<file path="config.mk">
export PLATFORM = sky130hd
export DESIGN_NAME = ps2_host_tx
export DESIGN_NICKNAME = d
export VERILOG_FILES = /design/src/rtl/ps2_host_tx.sv
export SDC_FILE = /design/constraint.sdc
export NUM_CORES = 1
export LEC_CHECK = 0
export ABC_AREA = 1
export BUFFER_PORTS_ARGS = -buffer_cell sky130_fd_sc_hd__buf_2
export CORE_UTILIZATION = 55
export CTS_BUF_LIST = sky130_fd_sc_hd__clkbuf_4 sky130_fd_sc_hd__clkbuf_8 sky130_fd_sc_hd__clkbuf_16
export DETAILED_ROUTE_END_ITERATION = 16
export PLACE_DENSITY = 0.72
export SLEW_MARGIN = 30
export SYNTH_ARGS = -nofsm -noshare
export SYNTH_HDL_FRONTEND = slang
export SYNTH_SLANG_ARGS = --single-unit
</file>
<file path="constraint.sdc">
create_clock -name clk -period 2.5 [get_ports clk]
set_input_delay 0.125 -clock clk [delete_from_list [all_inputs] [get_ports clk]]
set_output_delay 0.125 -clock clk [all_outputs]
set_load 0.02 [all_outputs]
</file>
<file path="src/rtl/ps2_host_tx.sv">
// ps2_host_tx -- PS/2 host-to-device command transmitter.
//
// Sends one command byte to a PS/2 device using the host request sequence:
// inhibit the clock, pull data low (start bit), release the clock, then put
// each following bit on the data line after every device-generated falling
// clock edge, and finally sample the device ACK on the 11th falling edge.
//
// Valid/ready: a byte is taken when tx_valid && tx_ready on a rising clk
// edge; tx_ready is high only while the transmitter is idle, and a tx_valid
// seen at any other time is dropped (never queued).
//
// Ports:
//   clk, rst      system clock, synchronous active-high reset
//   tx_valid      request to send tx_data
//   tx_data[7:0]  command byte
//   tx_ready      high only in IDLE
//   ps2_clk_in    PS2_CLK pin as read back
//   ps2_data_in   PS2_DATA pin as read back
//   ps2_clk_oe    1 = pull PS2_CLK low (open drain, driven by top level)
//   ps2_data_oe   1 = pull PS2_DATA low
//   busy          high in every state except IDLE
//   tx_done       one-cycle pulse when the device acknowledged the frame
//   tx_error      one-cycle pulse on NACK or timeout
module ps2_host_tx #(
  parameter int INHIBIT_CYCLES = 12000,
  parameter int SETUP_CYCLES   = 500,
  parameter int FILTER_LEN     = 8,
  parameter int START_TIMEOUT  = 1500000,
  parameter int FRAME_TIMEOUT  = 200000
) (
  input  logic       clk,
  input  logic       rst,
  input  logic       tx_valid,
  input  logic [7:0] tx_data,
  output logic       tx_ready,
  input  logic       ps2_clk_in,
  input  logic       ps2_data_in,
  output logic       ps2_clk_oe,
  output logic       ps2_data_oe,
  output logic       busy,
  output logic       tx_done,
  output logic       tx_error
);

  // One shared phase counter serves INHIBIT, REQ and WAIT_CLK, so it is
  // sized for the largest of the three limits.
  localparam int CNT_MAX_A = (INHIBIT_CYCLES > SETUP_CYCLES) ? INHIBIT_CYCLES : SETUP_CYCLES;
  localparam int CNT_MAX   = (CNT_MAX_A > START_TIMEOUT) ? CNT_MAX_A : START_TIMEOUT;
  localparam int CNT_W     = $clog2(CNT_MAX + 1);
  localparam int FRM_W     = $clog2(FRAME_TIMEOUT + 1);
  localparam int FLT_W     = $clog2(FILTER_LEN + 1);

  typedef enum logic [2:0] {
    S_IDLE,
    S_INHIBIT,
    S_REQ,
    S_WAIT_CLK,
    S_SEND,
    S_ACK,
    S_WAIT_HIGH,
    S_ERROR
  } state_e;

  state_e           state_q, state_d;
  logic [CNT_W-1:0] cnt_q, cnt_d;
  logic [FRM_W-1:0] frame_cnt_q, frame_cnt_d;
  logic [9:0]       shift_q, shift_d;
  logic [3:0]       bit_idx_q, bit_idx_d;
  logic             clk_oe_q, clk_oe_d;
  logic             data_oe_q, data_oe_d;
  logic             tx_done_q, tx_done_d;
  logic             tx_error_q, tx_error_d;

  logic             clk_s1_q, clk_s1_d, clk_s2_q, clk_s2_d;
  logic             data_s1_q, data_s1_d, data_s2_q, data_s2_d;
  logic [FLT_W-1:0] filt_cnt_q, filt_cnt_d;
  logic             clk_filt_q, clk_filt_d;
  logic             clk_filt_prev_q, clk_filt_prev_d;

  logic             fall;
  logic             frame_expired;
  logic [CNT_W-1:0] cnt_inc;
  logic [FRM_W-1:0] frame_inc;

  // Input conditioning: 2-FF synchronizers, then a run-length filter on the
  // clock. The filter only flips after FILTER_LEN consecutive samples that
  // disagree with the current filtered value, so short glitches reset the
  // run and never reach the state machine.
  always_comb begin
    clk_s1_d        = ps2_clk_in;
    clk_s2_d        = clk_s1_q;
    data_s1_d       = ps2_data_in;
    data_s2_d       = data_s1_q;
    clk_filt_d      = clk_filt_q;
    filt_cnt_d      = '0;
    clk_filt_prev_d = clk_filt_q;
    if (clk_s2_q != clk_filt_q) begin
      if (filt_cnt_q == FLT_W'(FILTER_LEN - 1)) begin
        clk_filt_d = clk_s2_q;
      end else begin
        filt_cnt_d = filt_cnt_q + 1'b1;
      end
    end
  end

  assign fall = clk_filt_prev_q & ~clk_filt_q;

  // Saturating increments: counters hold at their maximum instead of wrapping.
  assign cnt_inc       = (cnt_q == CNT_W'(CNT_MAX)) ? cnt_q : cnt_q + 1'b1;
  assign frame_inc     = (frame_cnt_q == FRM_W'(FRAME_TIMEOUT)) ? frame_cnt_q : frame_cnt_q + 1'b1;
  assign frame_expired = (frame_cnt_q >= FRM_W'(FRAME_TIMEOUT - 1));

  always_comb begin
    state_d     = state_q;
    cnt_d       = cnt_q;
    frame_cnt_d = frame_cnt_q;
    shift_d     = shift_q;
    bit_idx_d   = bit_idx_q;
    clk_oe_d    = clk_oe_q;
    data_oe_d   = data_oe_q;
    tx_done_d   = 1'b0;
    tx_error_d  = 1'b0;

    case (state_q)
      S_IDLE: begin
        clk_oe_d  = 1'b0;
        data_oe_d = 1'b0;
        if (tx_valid && tx_ready) begin
          // {stop, odd parity, data}; shifted out LSB first.
          shift_d     = {1'b1, ~^tx_data, tx_data};
          bit_idx_d   = '0;
          cnt_d       = '0;
          frame_cnt_d = '0;
          clk_oe_d    = 1'b1;
          state_d     = S_INHIBIT;
        end
      end

      S_INHIBIT: begin
        if (cnt_q == CNT_W'(INHIBIT_CYCLES - 1)) begin
          cnt_d     = '0;
          data_oe_d = 1'b1;
          state_d   = S_REQ;
        end else begin
          cnt_d = cnt_inc;
        end
      end

      S_REQ: begin
        if (cnt_q == CNT_W'(SETUP_CYCLES - 1)) begin
          // Release the clock; data stays low as the start bit.
          cnt_d    = '0;
          clk_oe_d = 1'b0;
          state_d  = S_WAIT_CLK;
        end else begin
          cnt_d = cnt_inc;
        end
      end

      S_WAIT_CLK: begin
        if (fall) begin
          data_oe_d   = ~shift_q[0];
          shift_d     = {1'b0, shift_q[9:1]};
          bit_idx_d   = 4'd1;
          frame_cnt_d = '0;
          state_d     = S_SEND;
        end else if (cnt_q == CNT_W'(START_TIMEOUT - 1)) begin
          state_d    = S_ERROR;
          clk_oe_d   = 1'b0;
          data_oe_d  = 1'b0;
          tx_error_d = 1'b1;
        end else begin
          cnt_d = cnt_inc;
        end
      end

      S_SEND: begin
        frame_cnt_d = frame_inc;
        if (frame_expired) begin
          state_d    = S_ERROR;
          data_oe_d  = 1'b0;
          tx_error_d = 1'b1;
        end else if (fall) begin
          // bit_idx_q counts falls already served; fall 10 puts out the stop
          // bit (a one, so data is released) and the ACK clock comes next.
          data_oe_d = ~shift_q[0];
          shift_d   = {1'b0, shift_q[9:1]};
          bit_idx_d = bit_idx_q + 4'd1;
          if (bit_idx_q == 4'd9) begin
            state_d = S_ACK;
          end
        end
      end

      S_ACK: begin
        frame_cnt_d = frame_inc;
        if (frame_expired) begin
          state_d    = S_ERROR;
          data_oe_d  = 1'b0;
          tx_error_d = 1'b1;
        end else if (fall) begin
          if (!data_s2_q) begin
            state_d = S_WAIT_HIGH;
          end else begin
            state_d    = S_ERROR;
            data_oe_d  = 1'b0;
            tx_error_d = 1'b1;
          end
        end
      end

      S_WAIT_HIGH: begin
        frame_cnt_d = frame_inc;
        if (frame_expired) begin
          state_d    = S_ERROR;
          data_oe_d  = 1'b0;
          tx_error_d = 1'b1;
        end else if (clk_filt_q) begin
          tx_done_d = 1'b1;
          state_d   = S_IDLE;
        end
      end

      S_ERROR: begin
        clk_oe_d  = 1'b0;
        data_oe_d = 1'b0;
        state_d   = S_IDLE;
      end

      default: begin
        clk_oe_d  = 1'b0;
        data_oe_d = 1'b0;
        state_d   = S_IDLE;
      end
    endcase
  end

  always_ff @(posedge clk) begin
    if (rst) begin
      state_q         <= S_IDLE;
      cnt_q           <= '0;
      frame_cnt_q     <= '0;
      shift_q         <= '0;
      bit_idx_q       <= '0;
      clk_oe_q        <= 1'b0;
      data_oe_q       <= 1'b0;
      tx_done_q       <= 1'b0;
      tx_error_q      <= 1'b0;
      clk_s1_q        <= 1'b1;
      clk_s2_q        <= 1'b1;
      data_s1_q       <= 1'b1;
      data_s2_q       <= 1'b1;
      filt_cnt_q      <= '0;
      clk_filt_q      <= 1'b1;
      clk_filt_prev_q <= 1'b1;
    end else begin
      state_q         <= state_d;
      cnt_q           <= cnt_d;
      frame_cnt_q     <= frame_cnt_d;
      shift_q         <= shift_d;
      bit_idx_q       <= bit_idx_d;
      clk_oe_q        <= clk_oe_d;
      data_oe_q       <= data_oe_d;
      tx_done_q       <= tx_done_d;
      tx_error_q      <= tx_error_d;
      clk_s1_q        <= clk_s1_d;
      clk_s2_q        <= clk_s2_d;
      data_s1_q       <= data_s1_d;
      data_s2_q       <= data_s2_d;
      filt_cnt_q      <= filt_cnt_d;
      clk_filt_q      <= clk_filt_d;
      clk_filt_prev_q <= clk_filt_prev_d;
    end
  end

  assign tx_ready    = (state_q == S_IDLE);
  assign busy        = (state_q != S_IDLE);
  assign ps2_clk_oe  = clk_oe_q;
  assign ps2_data_oe = data_oe_q;
  assign tx_done     = tx_done_q;
  assign tx_error    = tx_error_q;

endmodule

</file>
# Word-level counts from Yosys, hierarchy flattened

Cells that the tools add are included.

Bits in read-only memories: 0
Word-level logic and storage cells: 136
Memories kept: 0
Register bits: 70
Output and inout port bits: 6
Bits in writable memories: 0
Bits in latches: 0

Shifts and indexed selects: 0
Bitwise gates (word level): 5
Add/subtract/negate cells: 4
Multiplexer cells: 56
Multipliers: 0
Magnitude comparators: 1
Div/mod/pow operators: 0
Eq/ne operators: 32
Reductions and logical operators: 22

Operators by type and width:

| operator                                               | number |
|---|---|
| 2-to-1 mux 21 bit                                      | 6 |
| one-hot mux 21 bit (4 select lines)                    | 1 |
| 2-to-1 mux 18 bit                                      | 3 |
| one-hot mux 18 bit (3 select lines)                    | 1 |
| equality test 21 bit (second input constant)           | 2 |
| 2-to-1 mux 3 bit                                       | 12 |
| 2-to-1 mux 10 bit                                      | 3 |
| one-hot mux 10 bit (3 select lines)                    | 1 |
| one-hot mux 3 bit (8 select lines)                     | 1 |
| adder 21 x 1 -> 21 bit (second input constant)         | 1 |
| equality test 21 x 14 -> 1 bit (second input constant) | 1 |
| equality test 21 x 9 -> 1 bit (second input constant)  | 1 |
| 2-to-1 mux 1 bit                                       | 20 |
| inequality test 2 bit (second input constant)          | 10 |
| adder 18 x 1 -> 18 bit (second input constant)         | 1 |
| equality test 18 bit (second input constant)           | 1 |
| >= comparator 18 bit (second input constant)           | 1 |
| inequality test 3 bit (second input constant)          | 6 |
| 2-to-1 mux 4 bit                                       | 4 |
| equality test 3 bit (second input constant)            | 4 |
| one-hot mux 4 bit (3 select lines)                     | 1 |
| AND reduction 4 bit                                    | 3 |
| nonzero test 3 bit                                     | 3 |
| OR reduction 3 bit                                     | 3 |
| 23 further kinds                                       | 30 |

# Depth between registers and ports, before layout

Word-level depth: 5
Depth in mapped cells: 13

# Worst setup path after synthesis

OpenSTA, ideal clock, no wires.

Path kind: register to register
Start point: register cnt_q[0]
End point: register cnt_q[15]
Setup slack: 717 ps
Arrival: 1669 ps
Required time: 2386 ps
Period minus slack after synthesis: 1783 ps
Stages on the path, launching flop included: 12
Library setup time: 114 ps
Path through: dfxtp_1 > ha_1 > nand3_1 > nor2_1 > nand3_1 > nand2_1 > nand2_1 > nand2_2 > buf_6 > a21oi_1 > a21oi_1 > nor2_1

Word-level cells in the longest chain between the ends: 5
Elaborated cells between the ends (all ways): 13
Those cells by class: 1 x add/sub; 5 x eq/ne; 6 x mux; 1 x reduce/logical

Ends and longest elaborated chain:

| item                                                                  | line | source |
|---|---|---|
| start, declared                                                       | 65   | `logic [CNT_W-1:0] cnt_q, cnt_d;` |
| start signal, assigned                                                | 258  | `cnt_q <= cnt_d;` |
| adder 21 x 1 -> 21 bit / equality test 21 bit (equally long branches) | 109  | `assign cnt_inc = (cnt_q == CNT_W'(CNT_MAX)) ? cnt_q : cnt_q + 1'b1;` |
| 2-to-1 mux 21 bit                                                     | 109  |  |
| 2-to-1 mux 21 bit                                                     | 167  | `end else if (cnt_q == CNT_W'(START_TIMEOUT - 1)) begin` |
| 2-to-1 mux 21 bit                                                     | 161  | `if (fall) begin` |
| one-hot mux 21 bit (4 select lines)                                   | 124  | `case (state_q)` |

Parallel ways exist; a longest one is shown, timed or not. The select of a mux whose other input is x is not followed.
A chain may end at the register's enable or synchronous reset.

# Worst setup path in the final report

Start point: register cnt_q[0]
End point: register cnt_q[2]

Same word-level chain as after synthesis.

==> results by group <==
Placement
  • Detail Placement HPWL: 7.62 mm
  • Dpl cell area: 4650 um^2
  • Routability congestion estimate from global placement: 0.920
  • IO Port Bufs: 18
  • Cells after DPL: 789

Power
  • Leak: 0.00205 uW
  • Cell Pwr Density: 876 nW/um^2
  • Peak supply drop: 0.000480 V
  • Total power: 4280 uW

Finish
  • Layout Cells excl Fill: 807
  • Final instance area: 4890 um^2
  • Area grow syn2layout: 8.62%
  • Layout cells sized above 1: 14.3%
  • Final net count: 720
  • # diodes: 0

Synthesis
  • Post-Synthesis Cells: 679
  • Ys async rst share: 0%
  • Avg Inst Size Synth: 6.63 um^2
  • Main area contributors after synthesis: dfxtp_1, nand2_1, nor2_1
  • Post-synth top area cell: dfxtp_1
  • Post-synth top area share: 31.1%
  • EDFF count, synth: 0
  • Most common cell in the netlist: nand2_1
  • Syn nets: 699
  • Post-Syn Area: 4500 um^2
  • Synthesized flop and latch total: 70
  • Sequential share of the synthesized area: 31.1%
  • Number of synthesis warnings: 0
  • Yosys cell types: 49
  • Most instantiated cells after synthesis: nand2_1, nor2_1, dfxtp_1, inv_1
  • Main synth FF type: dfxtp_1

Min path
  • Min-Delay Endpoint: ps2_clk_oe$_SDFFE_PP0P_
  • Hold path start: tx_valid
  • Worst hold path depth: 3
  • Worst hold path class: in2reg

Critical path
  • R2r endpoint: cnt_q[2]$_SDFFE_PP0P_
  • CP Cell Sequence: ha_1, nand3_1, nor2_1, nand3_1, nand2_1, nand2_1, nand2_2, inv_2, nand2_4, nor2_1, o21ai_1, inv_1
  • Reg-to-reg startpoint: cnt_q[0]$_SDFFE_PP0P_
  • Worst EP required: 2.75 ns
  • Crit Path Max Fanout: 10
  • Setup crit end kind: register
  • Crit path DAT: 2.48 ns
  • CP max stage delay: 0.40 ns
  • Worst r2r path cells: 12
  • Startpoint Class: register
  • Worst setup path class: reg2reg
  • CP max stage cell: dfxtp_1
  • Flop2flop setup slack: 0.26 ns

Detailed routing
  • Drt pass-1 iters: 5
  • Top sig layer: met4
  • Drt total wl: 10.4 mm
  • DR WL/cell: 12.9 um
  • # DRC: 0
  • WL met1: 4.70 mm
  • Wire length on met2: 4.98 mm
  • Via density: 5.41
  • Routed via count: 4362
  • WL met3: 488 um
  • Initial detailed-routing violation count: 200
  • Final antenna-violating net count: 0

Timing
  • Fraction of the cycle the final worst path needs: 89.5%
  • Setup Skew: 0.00888 ns
  • Pins Over Slew Limit: 0
  • Rel. slew slack: 52.1%
  • Crit path time final: 2.24 ns
  • Unrepaired setup endpoints after global routing: no
  • Slew of the pin with the lowest slew margin: 0.713 ns
  • Final setup violation count: 0
  • Final hold viol count: 0
  • Setup tns final: 0 ns
  • Max Fclk: 447 MHz

Clock network
  • CTS tree: done
  • H-tree level count: 3
  • Root Driver: clkbuf_8
  • Sink Count: 70
  • Clk buf depth: 2
  • Post-CTS Setup Bufs: 0
  • Worst-Skew Late Latency: 0.35 ns
  • Clock-pin slew on the worst setup and hold paths: 0.08 ns
  • CTS buffer count: 9
  • Post_cts resized: 0

Global routing
  • First-pass GRT wire length: 18.3 mm
  • Gr usage total: 26.4%
  • Number of global-route vias before repair: 4134
  • Global route overflow: 0
  • Initial antenna violation count: 0
  • Largest net degree at the start of global routing: 34

Status
  • Run status: finished, final reports clean

Floorplanning
  • Die extent in x: 92.5 um
  • Die height: 92.5 um
  • Core area: 7810 um^2
  • Initial core utilization: 57.6%
  • Die ar.: 8550 um^2
  • IO Pins: 19
  • # rows: 32

Flow run
  • Max_cap viols: 0
-- cell type report --
class	instances	area, um^2
Clock inverter	7	97.6
Fill cell	742	2920
Multi-Input combinational cell	513	2680
Timing Repair Buffer	24	140
Sequential cell	70	1400
Clock buffer	9	124
Inverter	82	317
Tap cell	102	128
-- what timing repair did --
action,CTS,global route
hold buffers,2,0
setup endpoints to repair,0,0
hold endpoints to repair,2,0
-- stage by stage --
| stage | util, % | hold WS [ns] | worst slack (ns) |
|---|---|---|---|
| 6_report | 62.6 | 0.128 | 0.263 |
| 5_1_grt | 62.6 | 0.132 | 0.0471 |
| 4_1_cts | 62.6 | 0.124 | 0.299 |
| 3_5_place_dp | 59.5 | 0.312 | 0.312 |
| 3_3_place_gp | 59.5 | 0.307 | 0.443 |
| 2_1_floorplan | - | 0.229 | 0.718 |
-- power by group --
group          internal [uW]  switching [uW]
combinational            567            1280
clock                    565             468
sequential              1270             132
-- per-layer routing --
layer	track usage, %	vias to the layer above
met5	0	-
met4	11.3	0
met3	3.78	17
met2	45.6	131
met1	32.5	1969
li1	-	2245
-- worst max-delay path by stage --
| stage | to | slack [ns] | start | depth (start not counted) |
|---|---|---|---|---|
| finish | cnt_q[2]$_SDFFE_PP0P_ | 0.26 | cnt_q[0]$_SDFFE_PP0P_ | 12 |
| global route | cnt_q[2]$_SDFFE_PP0P_ | 0.05 | cnt_q[0]$_SDFFE_PP0P_ | 12 |
| CTS | cnt_q[2]$_SDFFE_PP0P_ | 0.30 | cnt_q[0]$_SDFFE_PP0P_ | 12 |
| detailed placement | cnt_q[2]$_SDFFE_PP0P_ | 0.31 | cnt_q[0]$_SDFFE_PP0P_ | 12 |
| global placement | cnt_q[2]$_SDFFE_PP0P_ | 0.44 | cnt_q[0]$_SDFFE_PP0P_ | 12 |
| floorplan | cnt_q[15]$_SDFFE_PP0P_ | 0.72 | cnt_q[0]$_SDFFE_PP0P_ | 11 |
-- sequential cells by signal, indices dropped and copies added (netlist names) --
signal / flops
tx_done: 1
shift_q: 10
frame_cnt_q: 18
cnt_q: 21
clk_s2_q: 1
data_s2_q: 1
tx_error: 1
state_q: 3
clk_s1_q: 1
clk_filt_prev_q: 1
clk_filt_prev_d: 1
ps2_clk_oe: 1
filt_cnt_q: 4
ps2_data_oe: 1
bit_idx_q: 4
data_s1_q: 1
-- worst max-delay path, delay by kind of cell (launching register included) --
family	cells	cell delay, ns
simple gates	8	1.11
buf+inv	2	0.20
fa+ha+maj	1	0.33
flops	1	0.40
compound gates	1	0.11
-- logic make-up (layout without fill, tap and decap cells) --
group	Yosys count	after routing	synth area share, %
AOI/OAI and AO/OA	99	99	12.2
buffers and inverters	96	122	9.29
muxes	1	1	0.250
xor gates and xnor gates	18	18	3.50
and+or+nand+nor	388	388	41.7
adders and majority gates	7	7	1.95
DFF	70	70	31.1
-- cells in the final DEF, fill, tap and decap left out, types with 4 or more instances in the layout --
cell        n
o21ai_1    14
buf_2      18
buf_4       4
nor2_1     80
dfxtp_1    70
nand2_4     8
nand4_1    15
nor2_2      9
clkinv_2    4
nand2_2     6
xnor2_1     5
inv_2       7
clkbuf_8    9
ha_1        7
nor3b_2     4
nor3_1     18
nor2_4      6
nand3_1    51
xor2_1     13
inv_1      70
nor4_1      4
or2_2       7
a21oi_1    51
o21ai_0    23
nand2_1   167
Note: power is estimated with default switching activity, not from simulation.
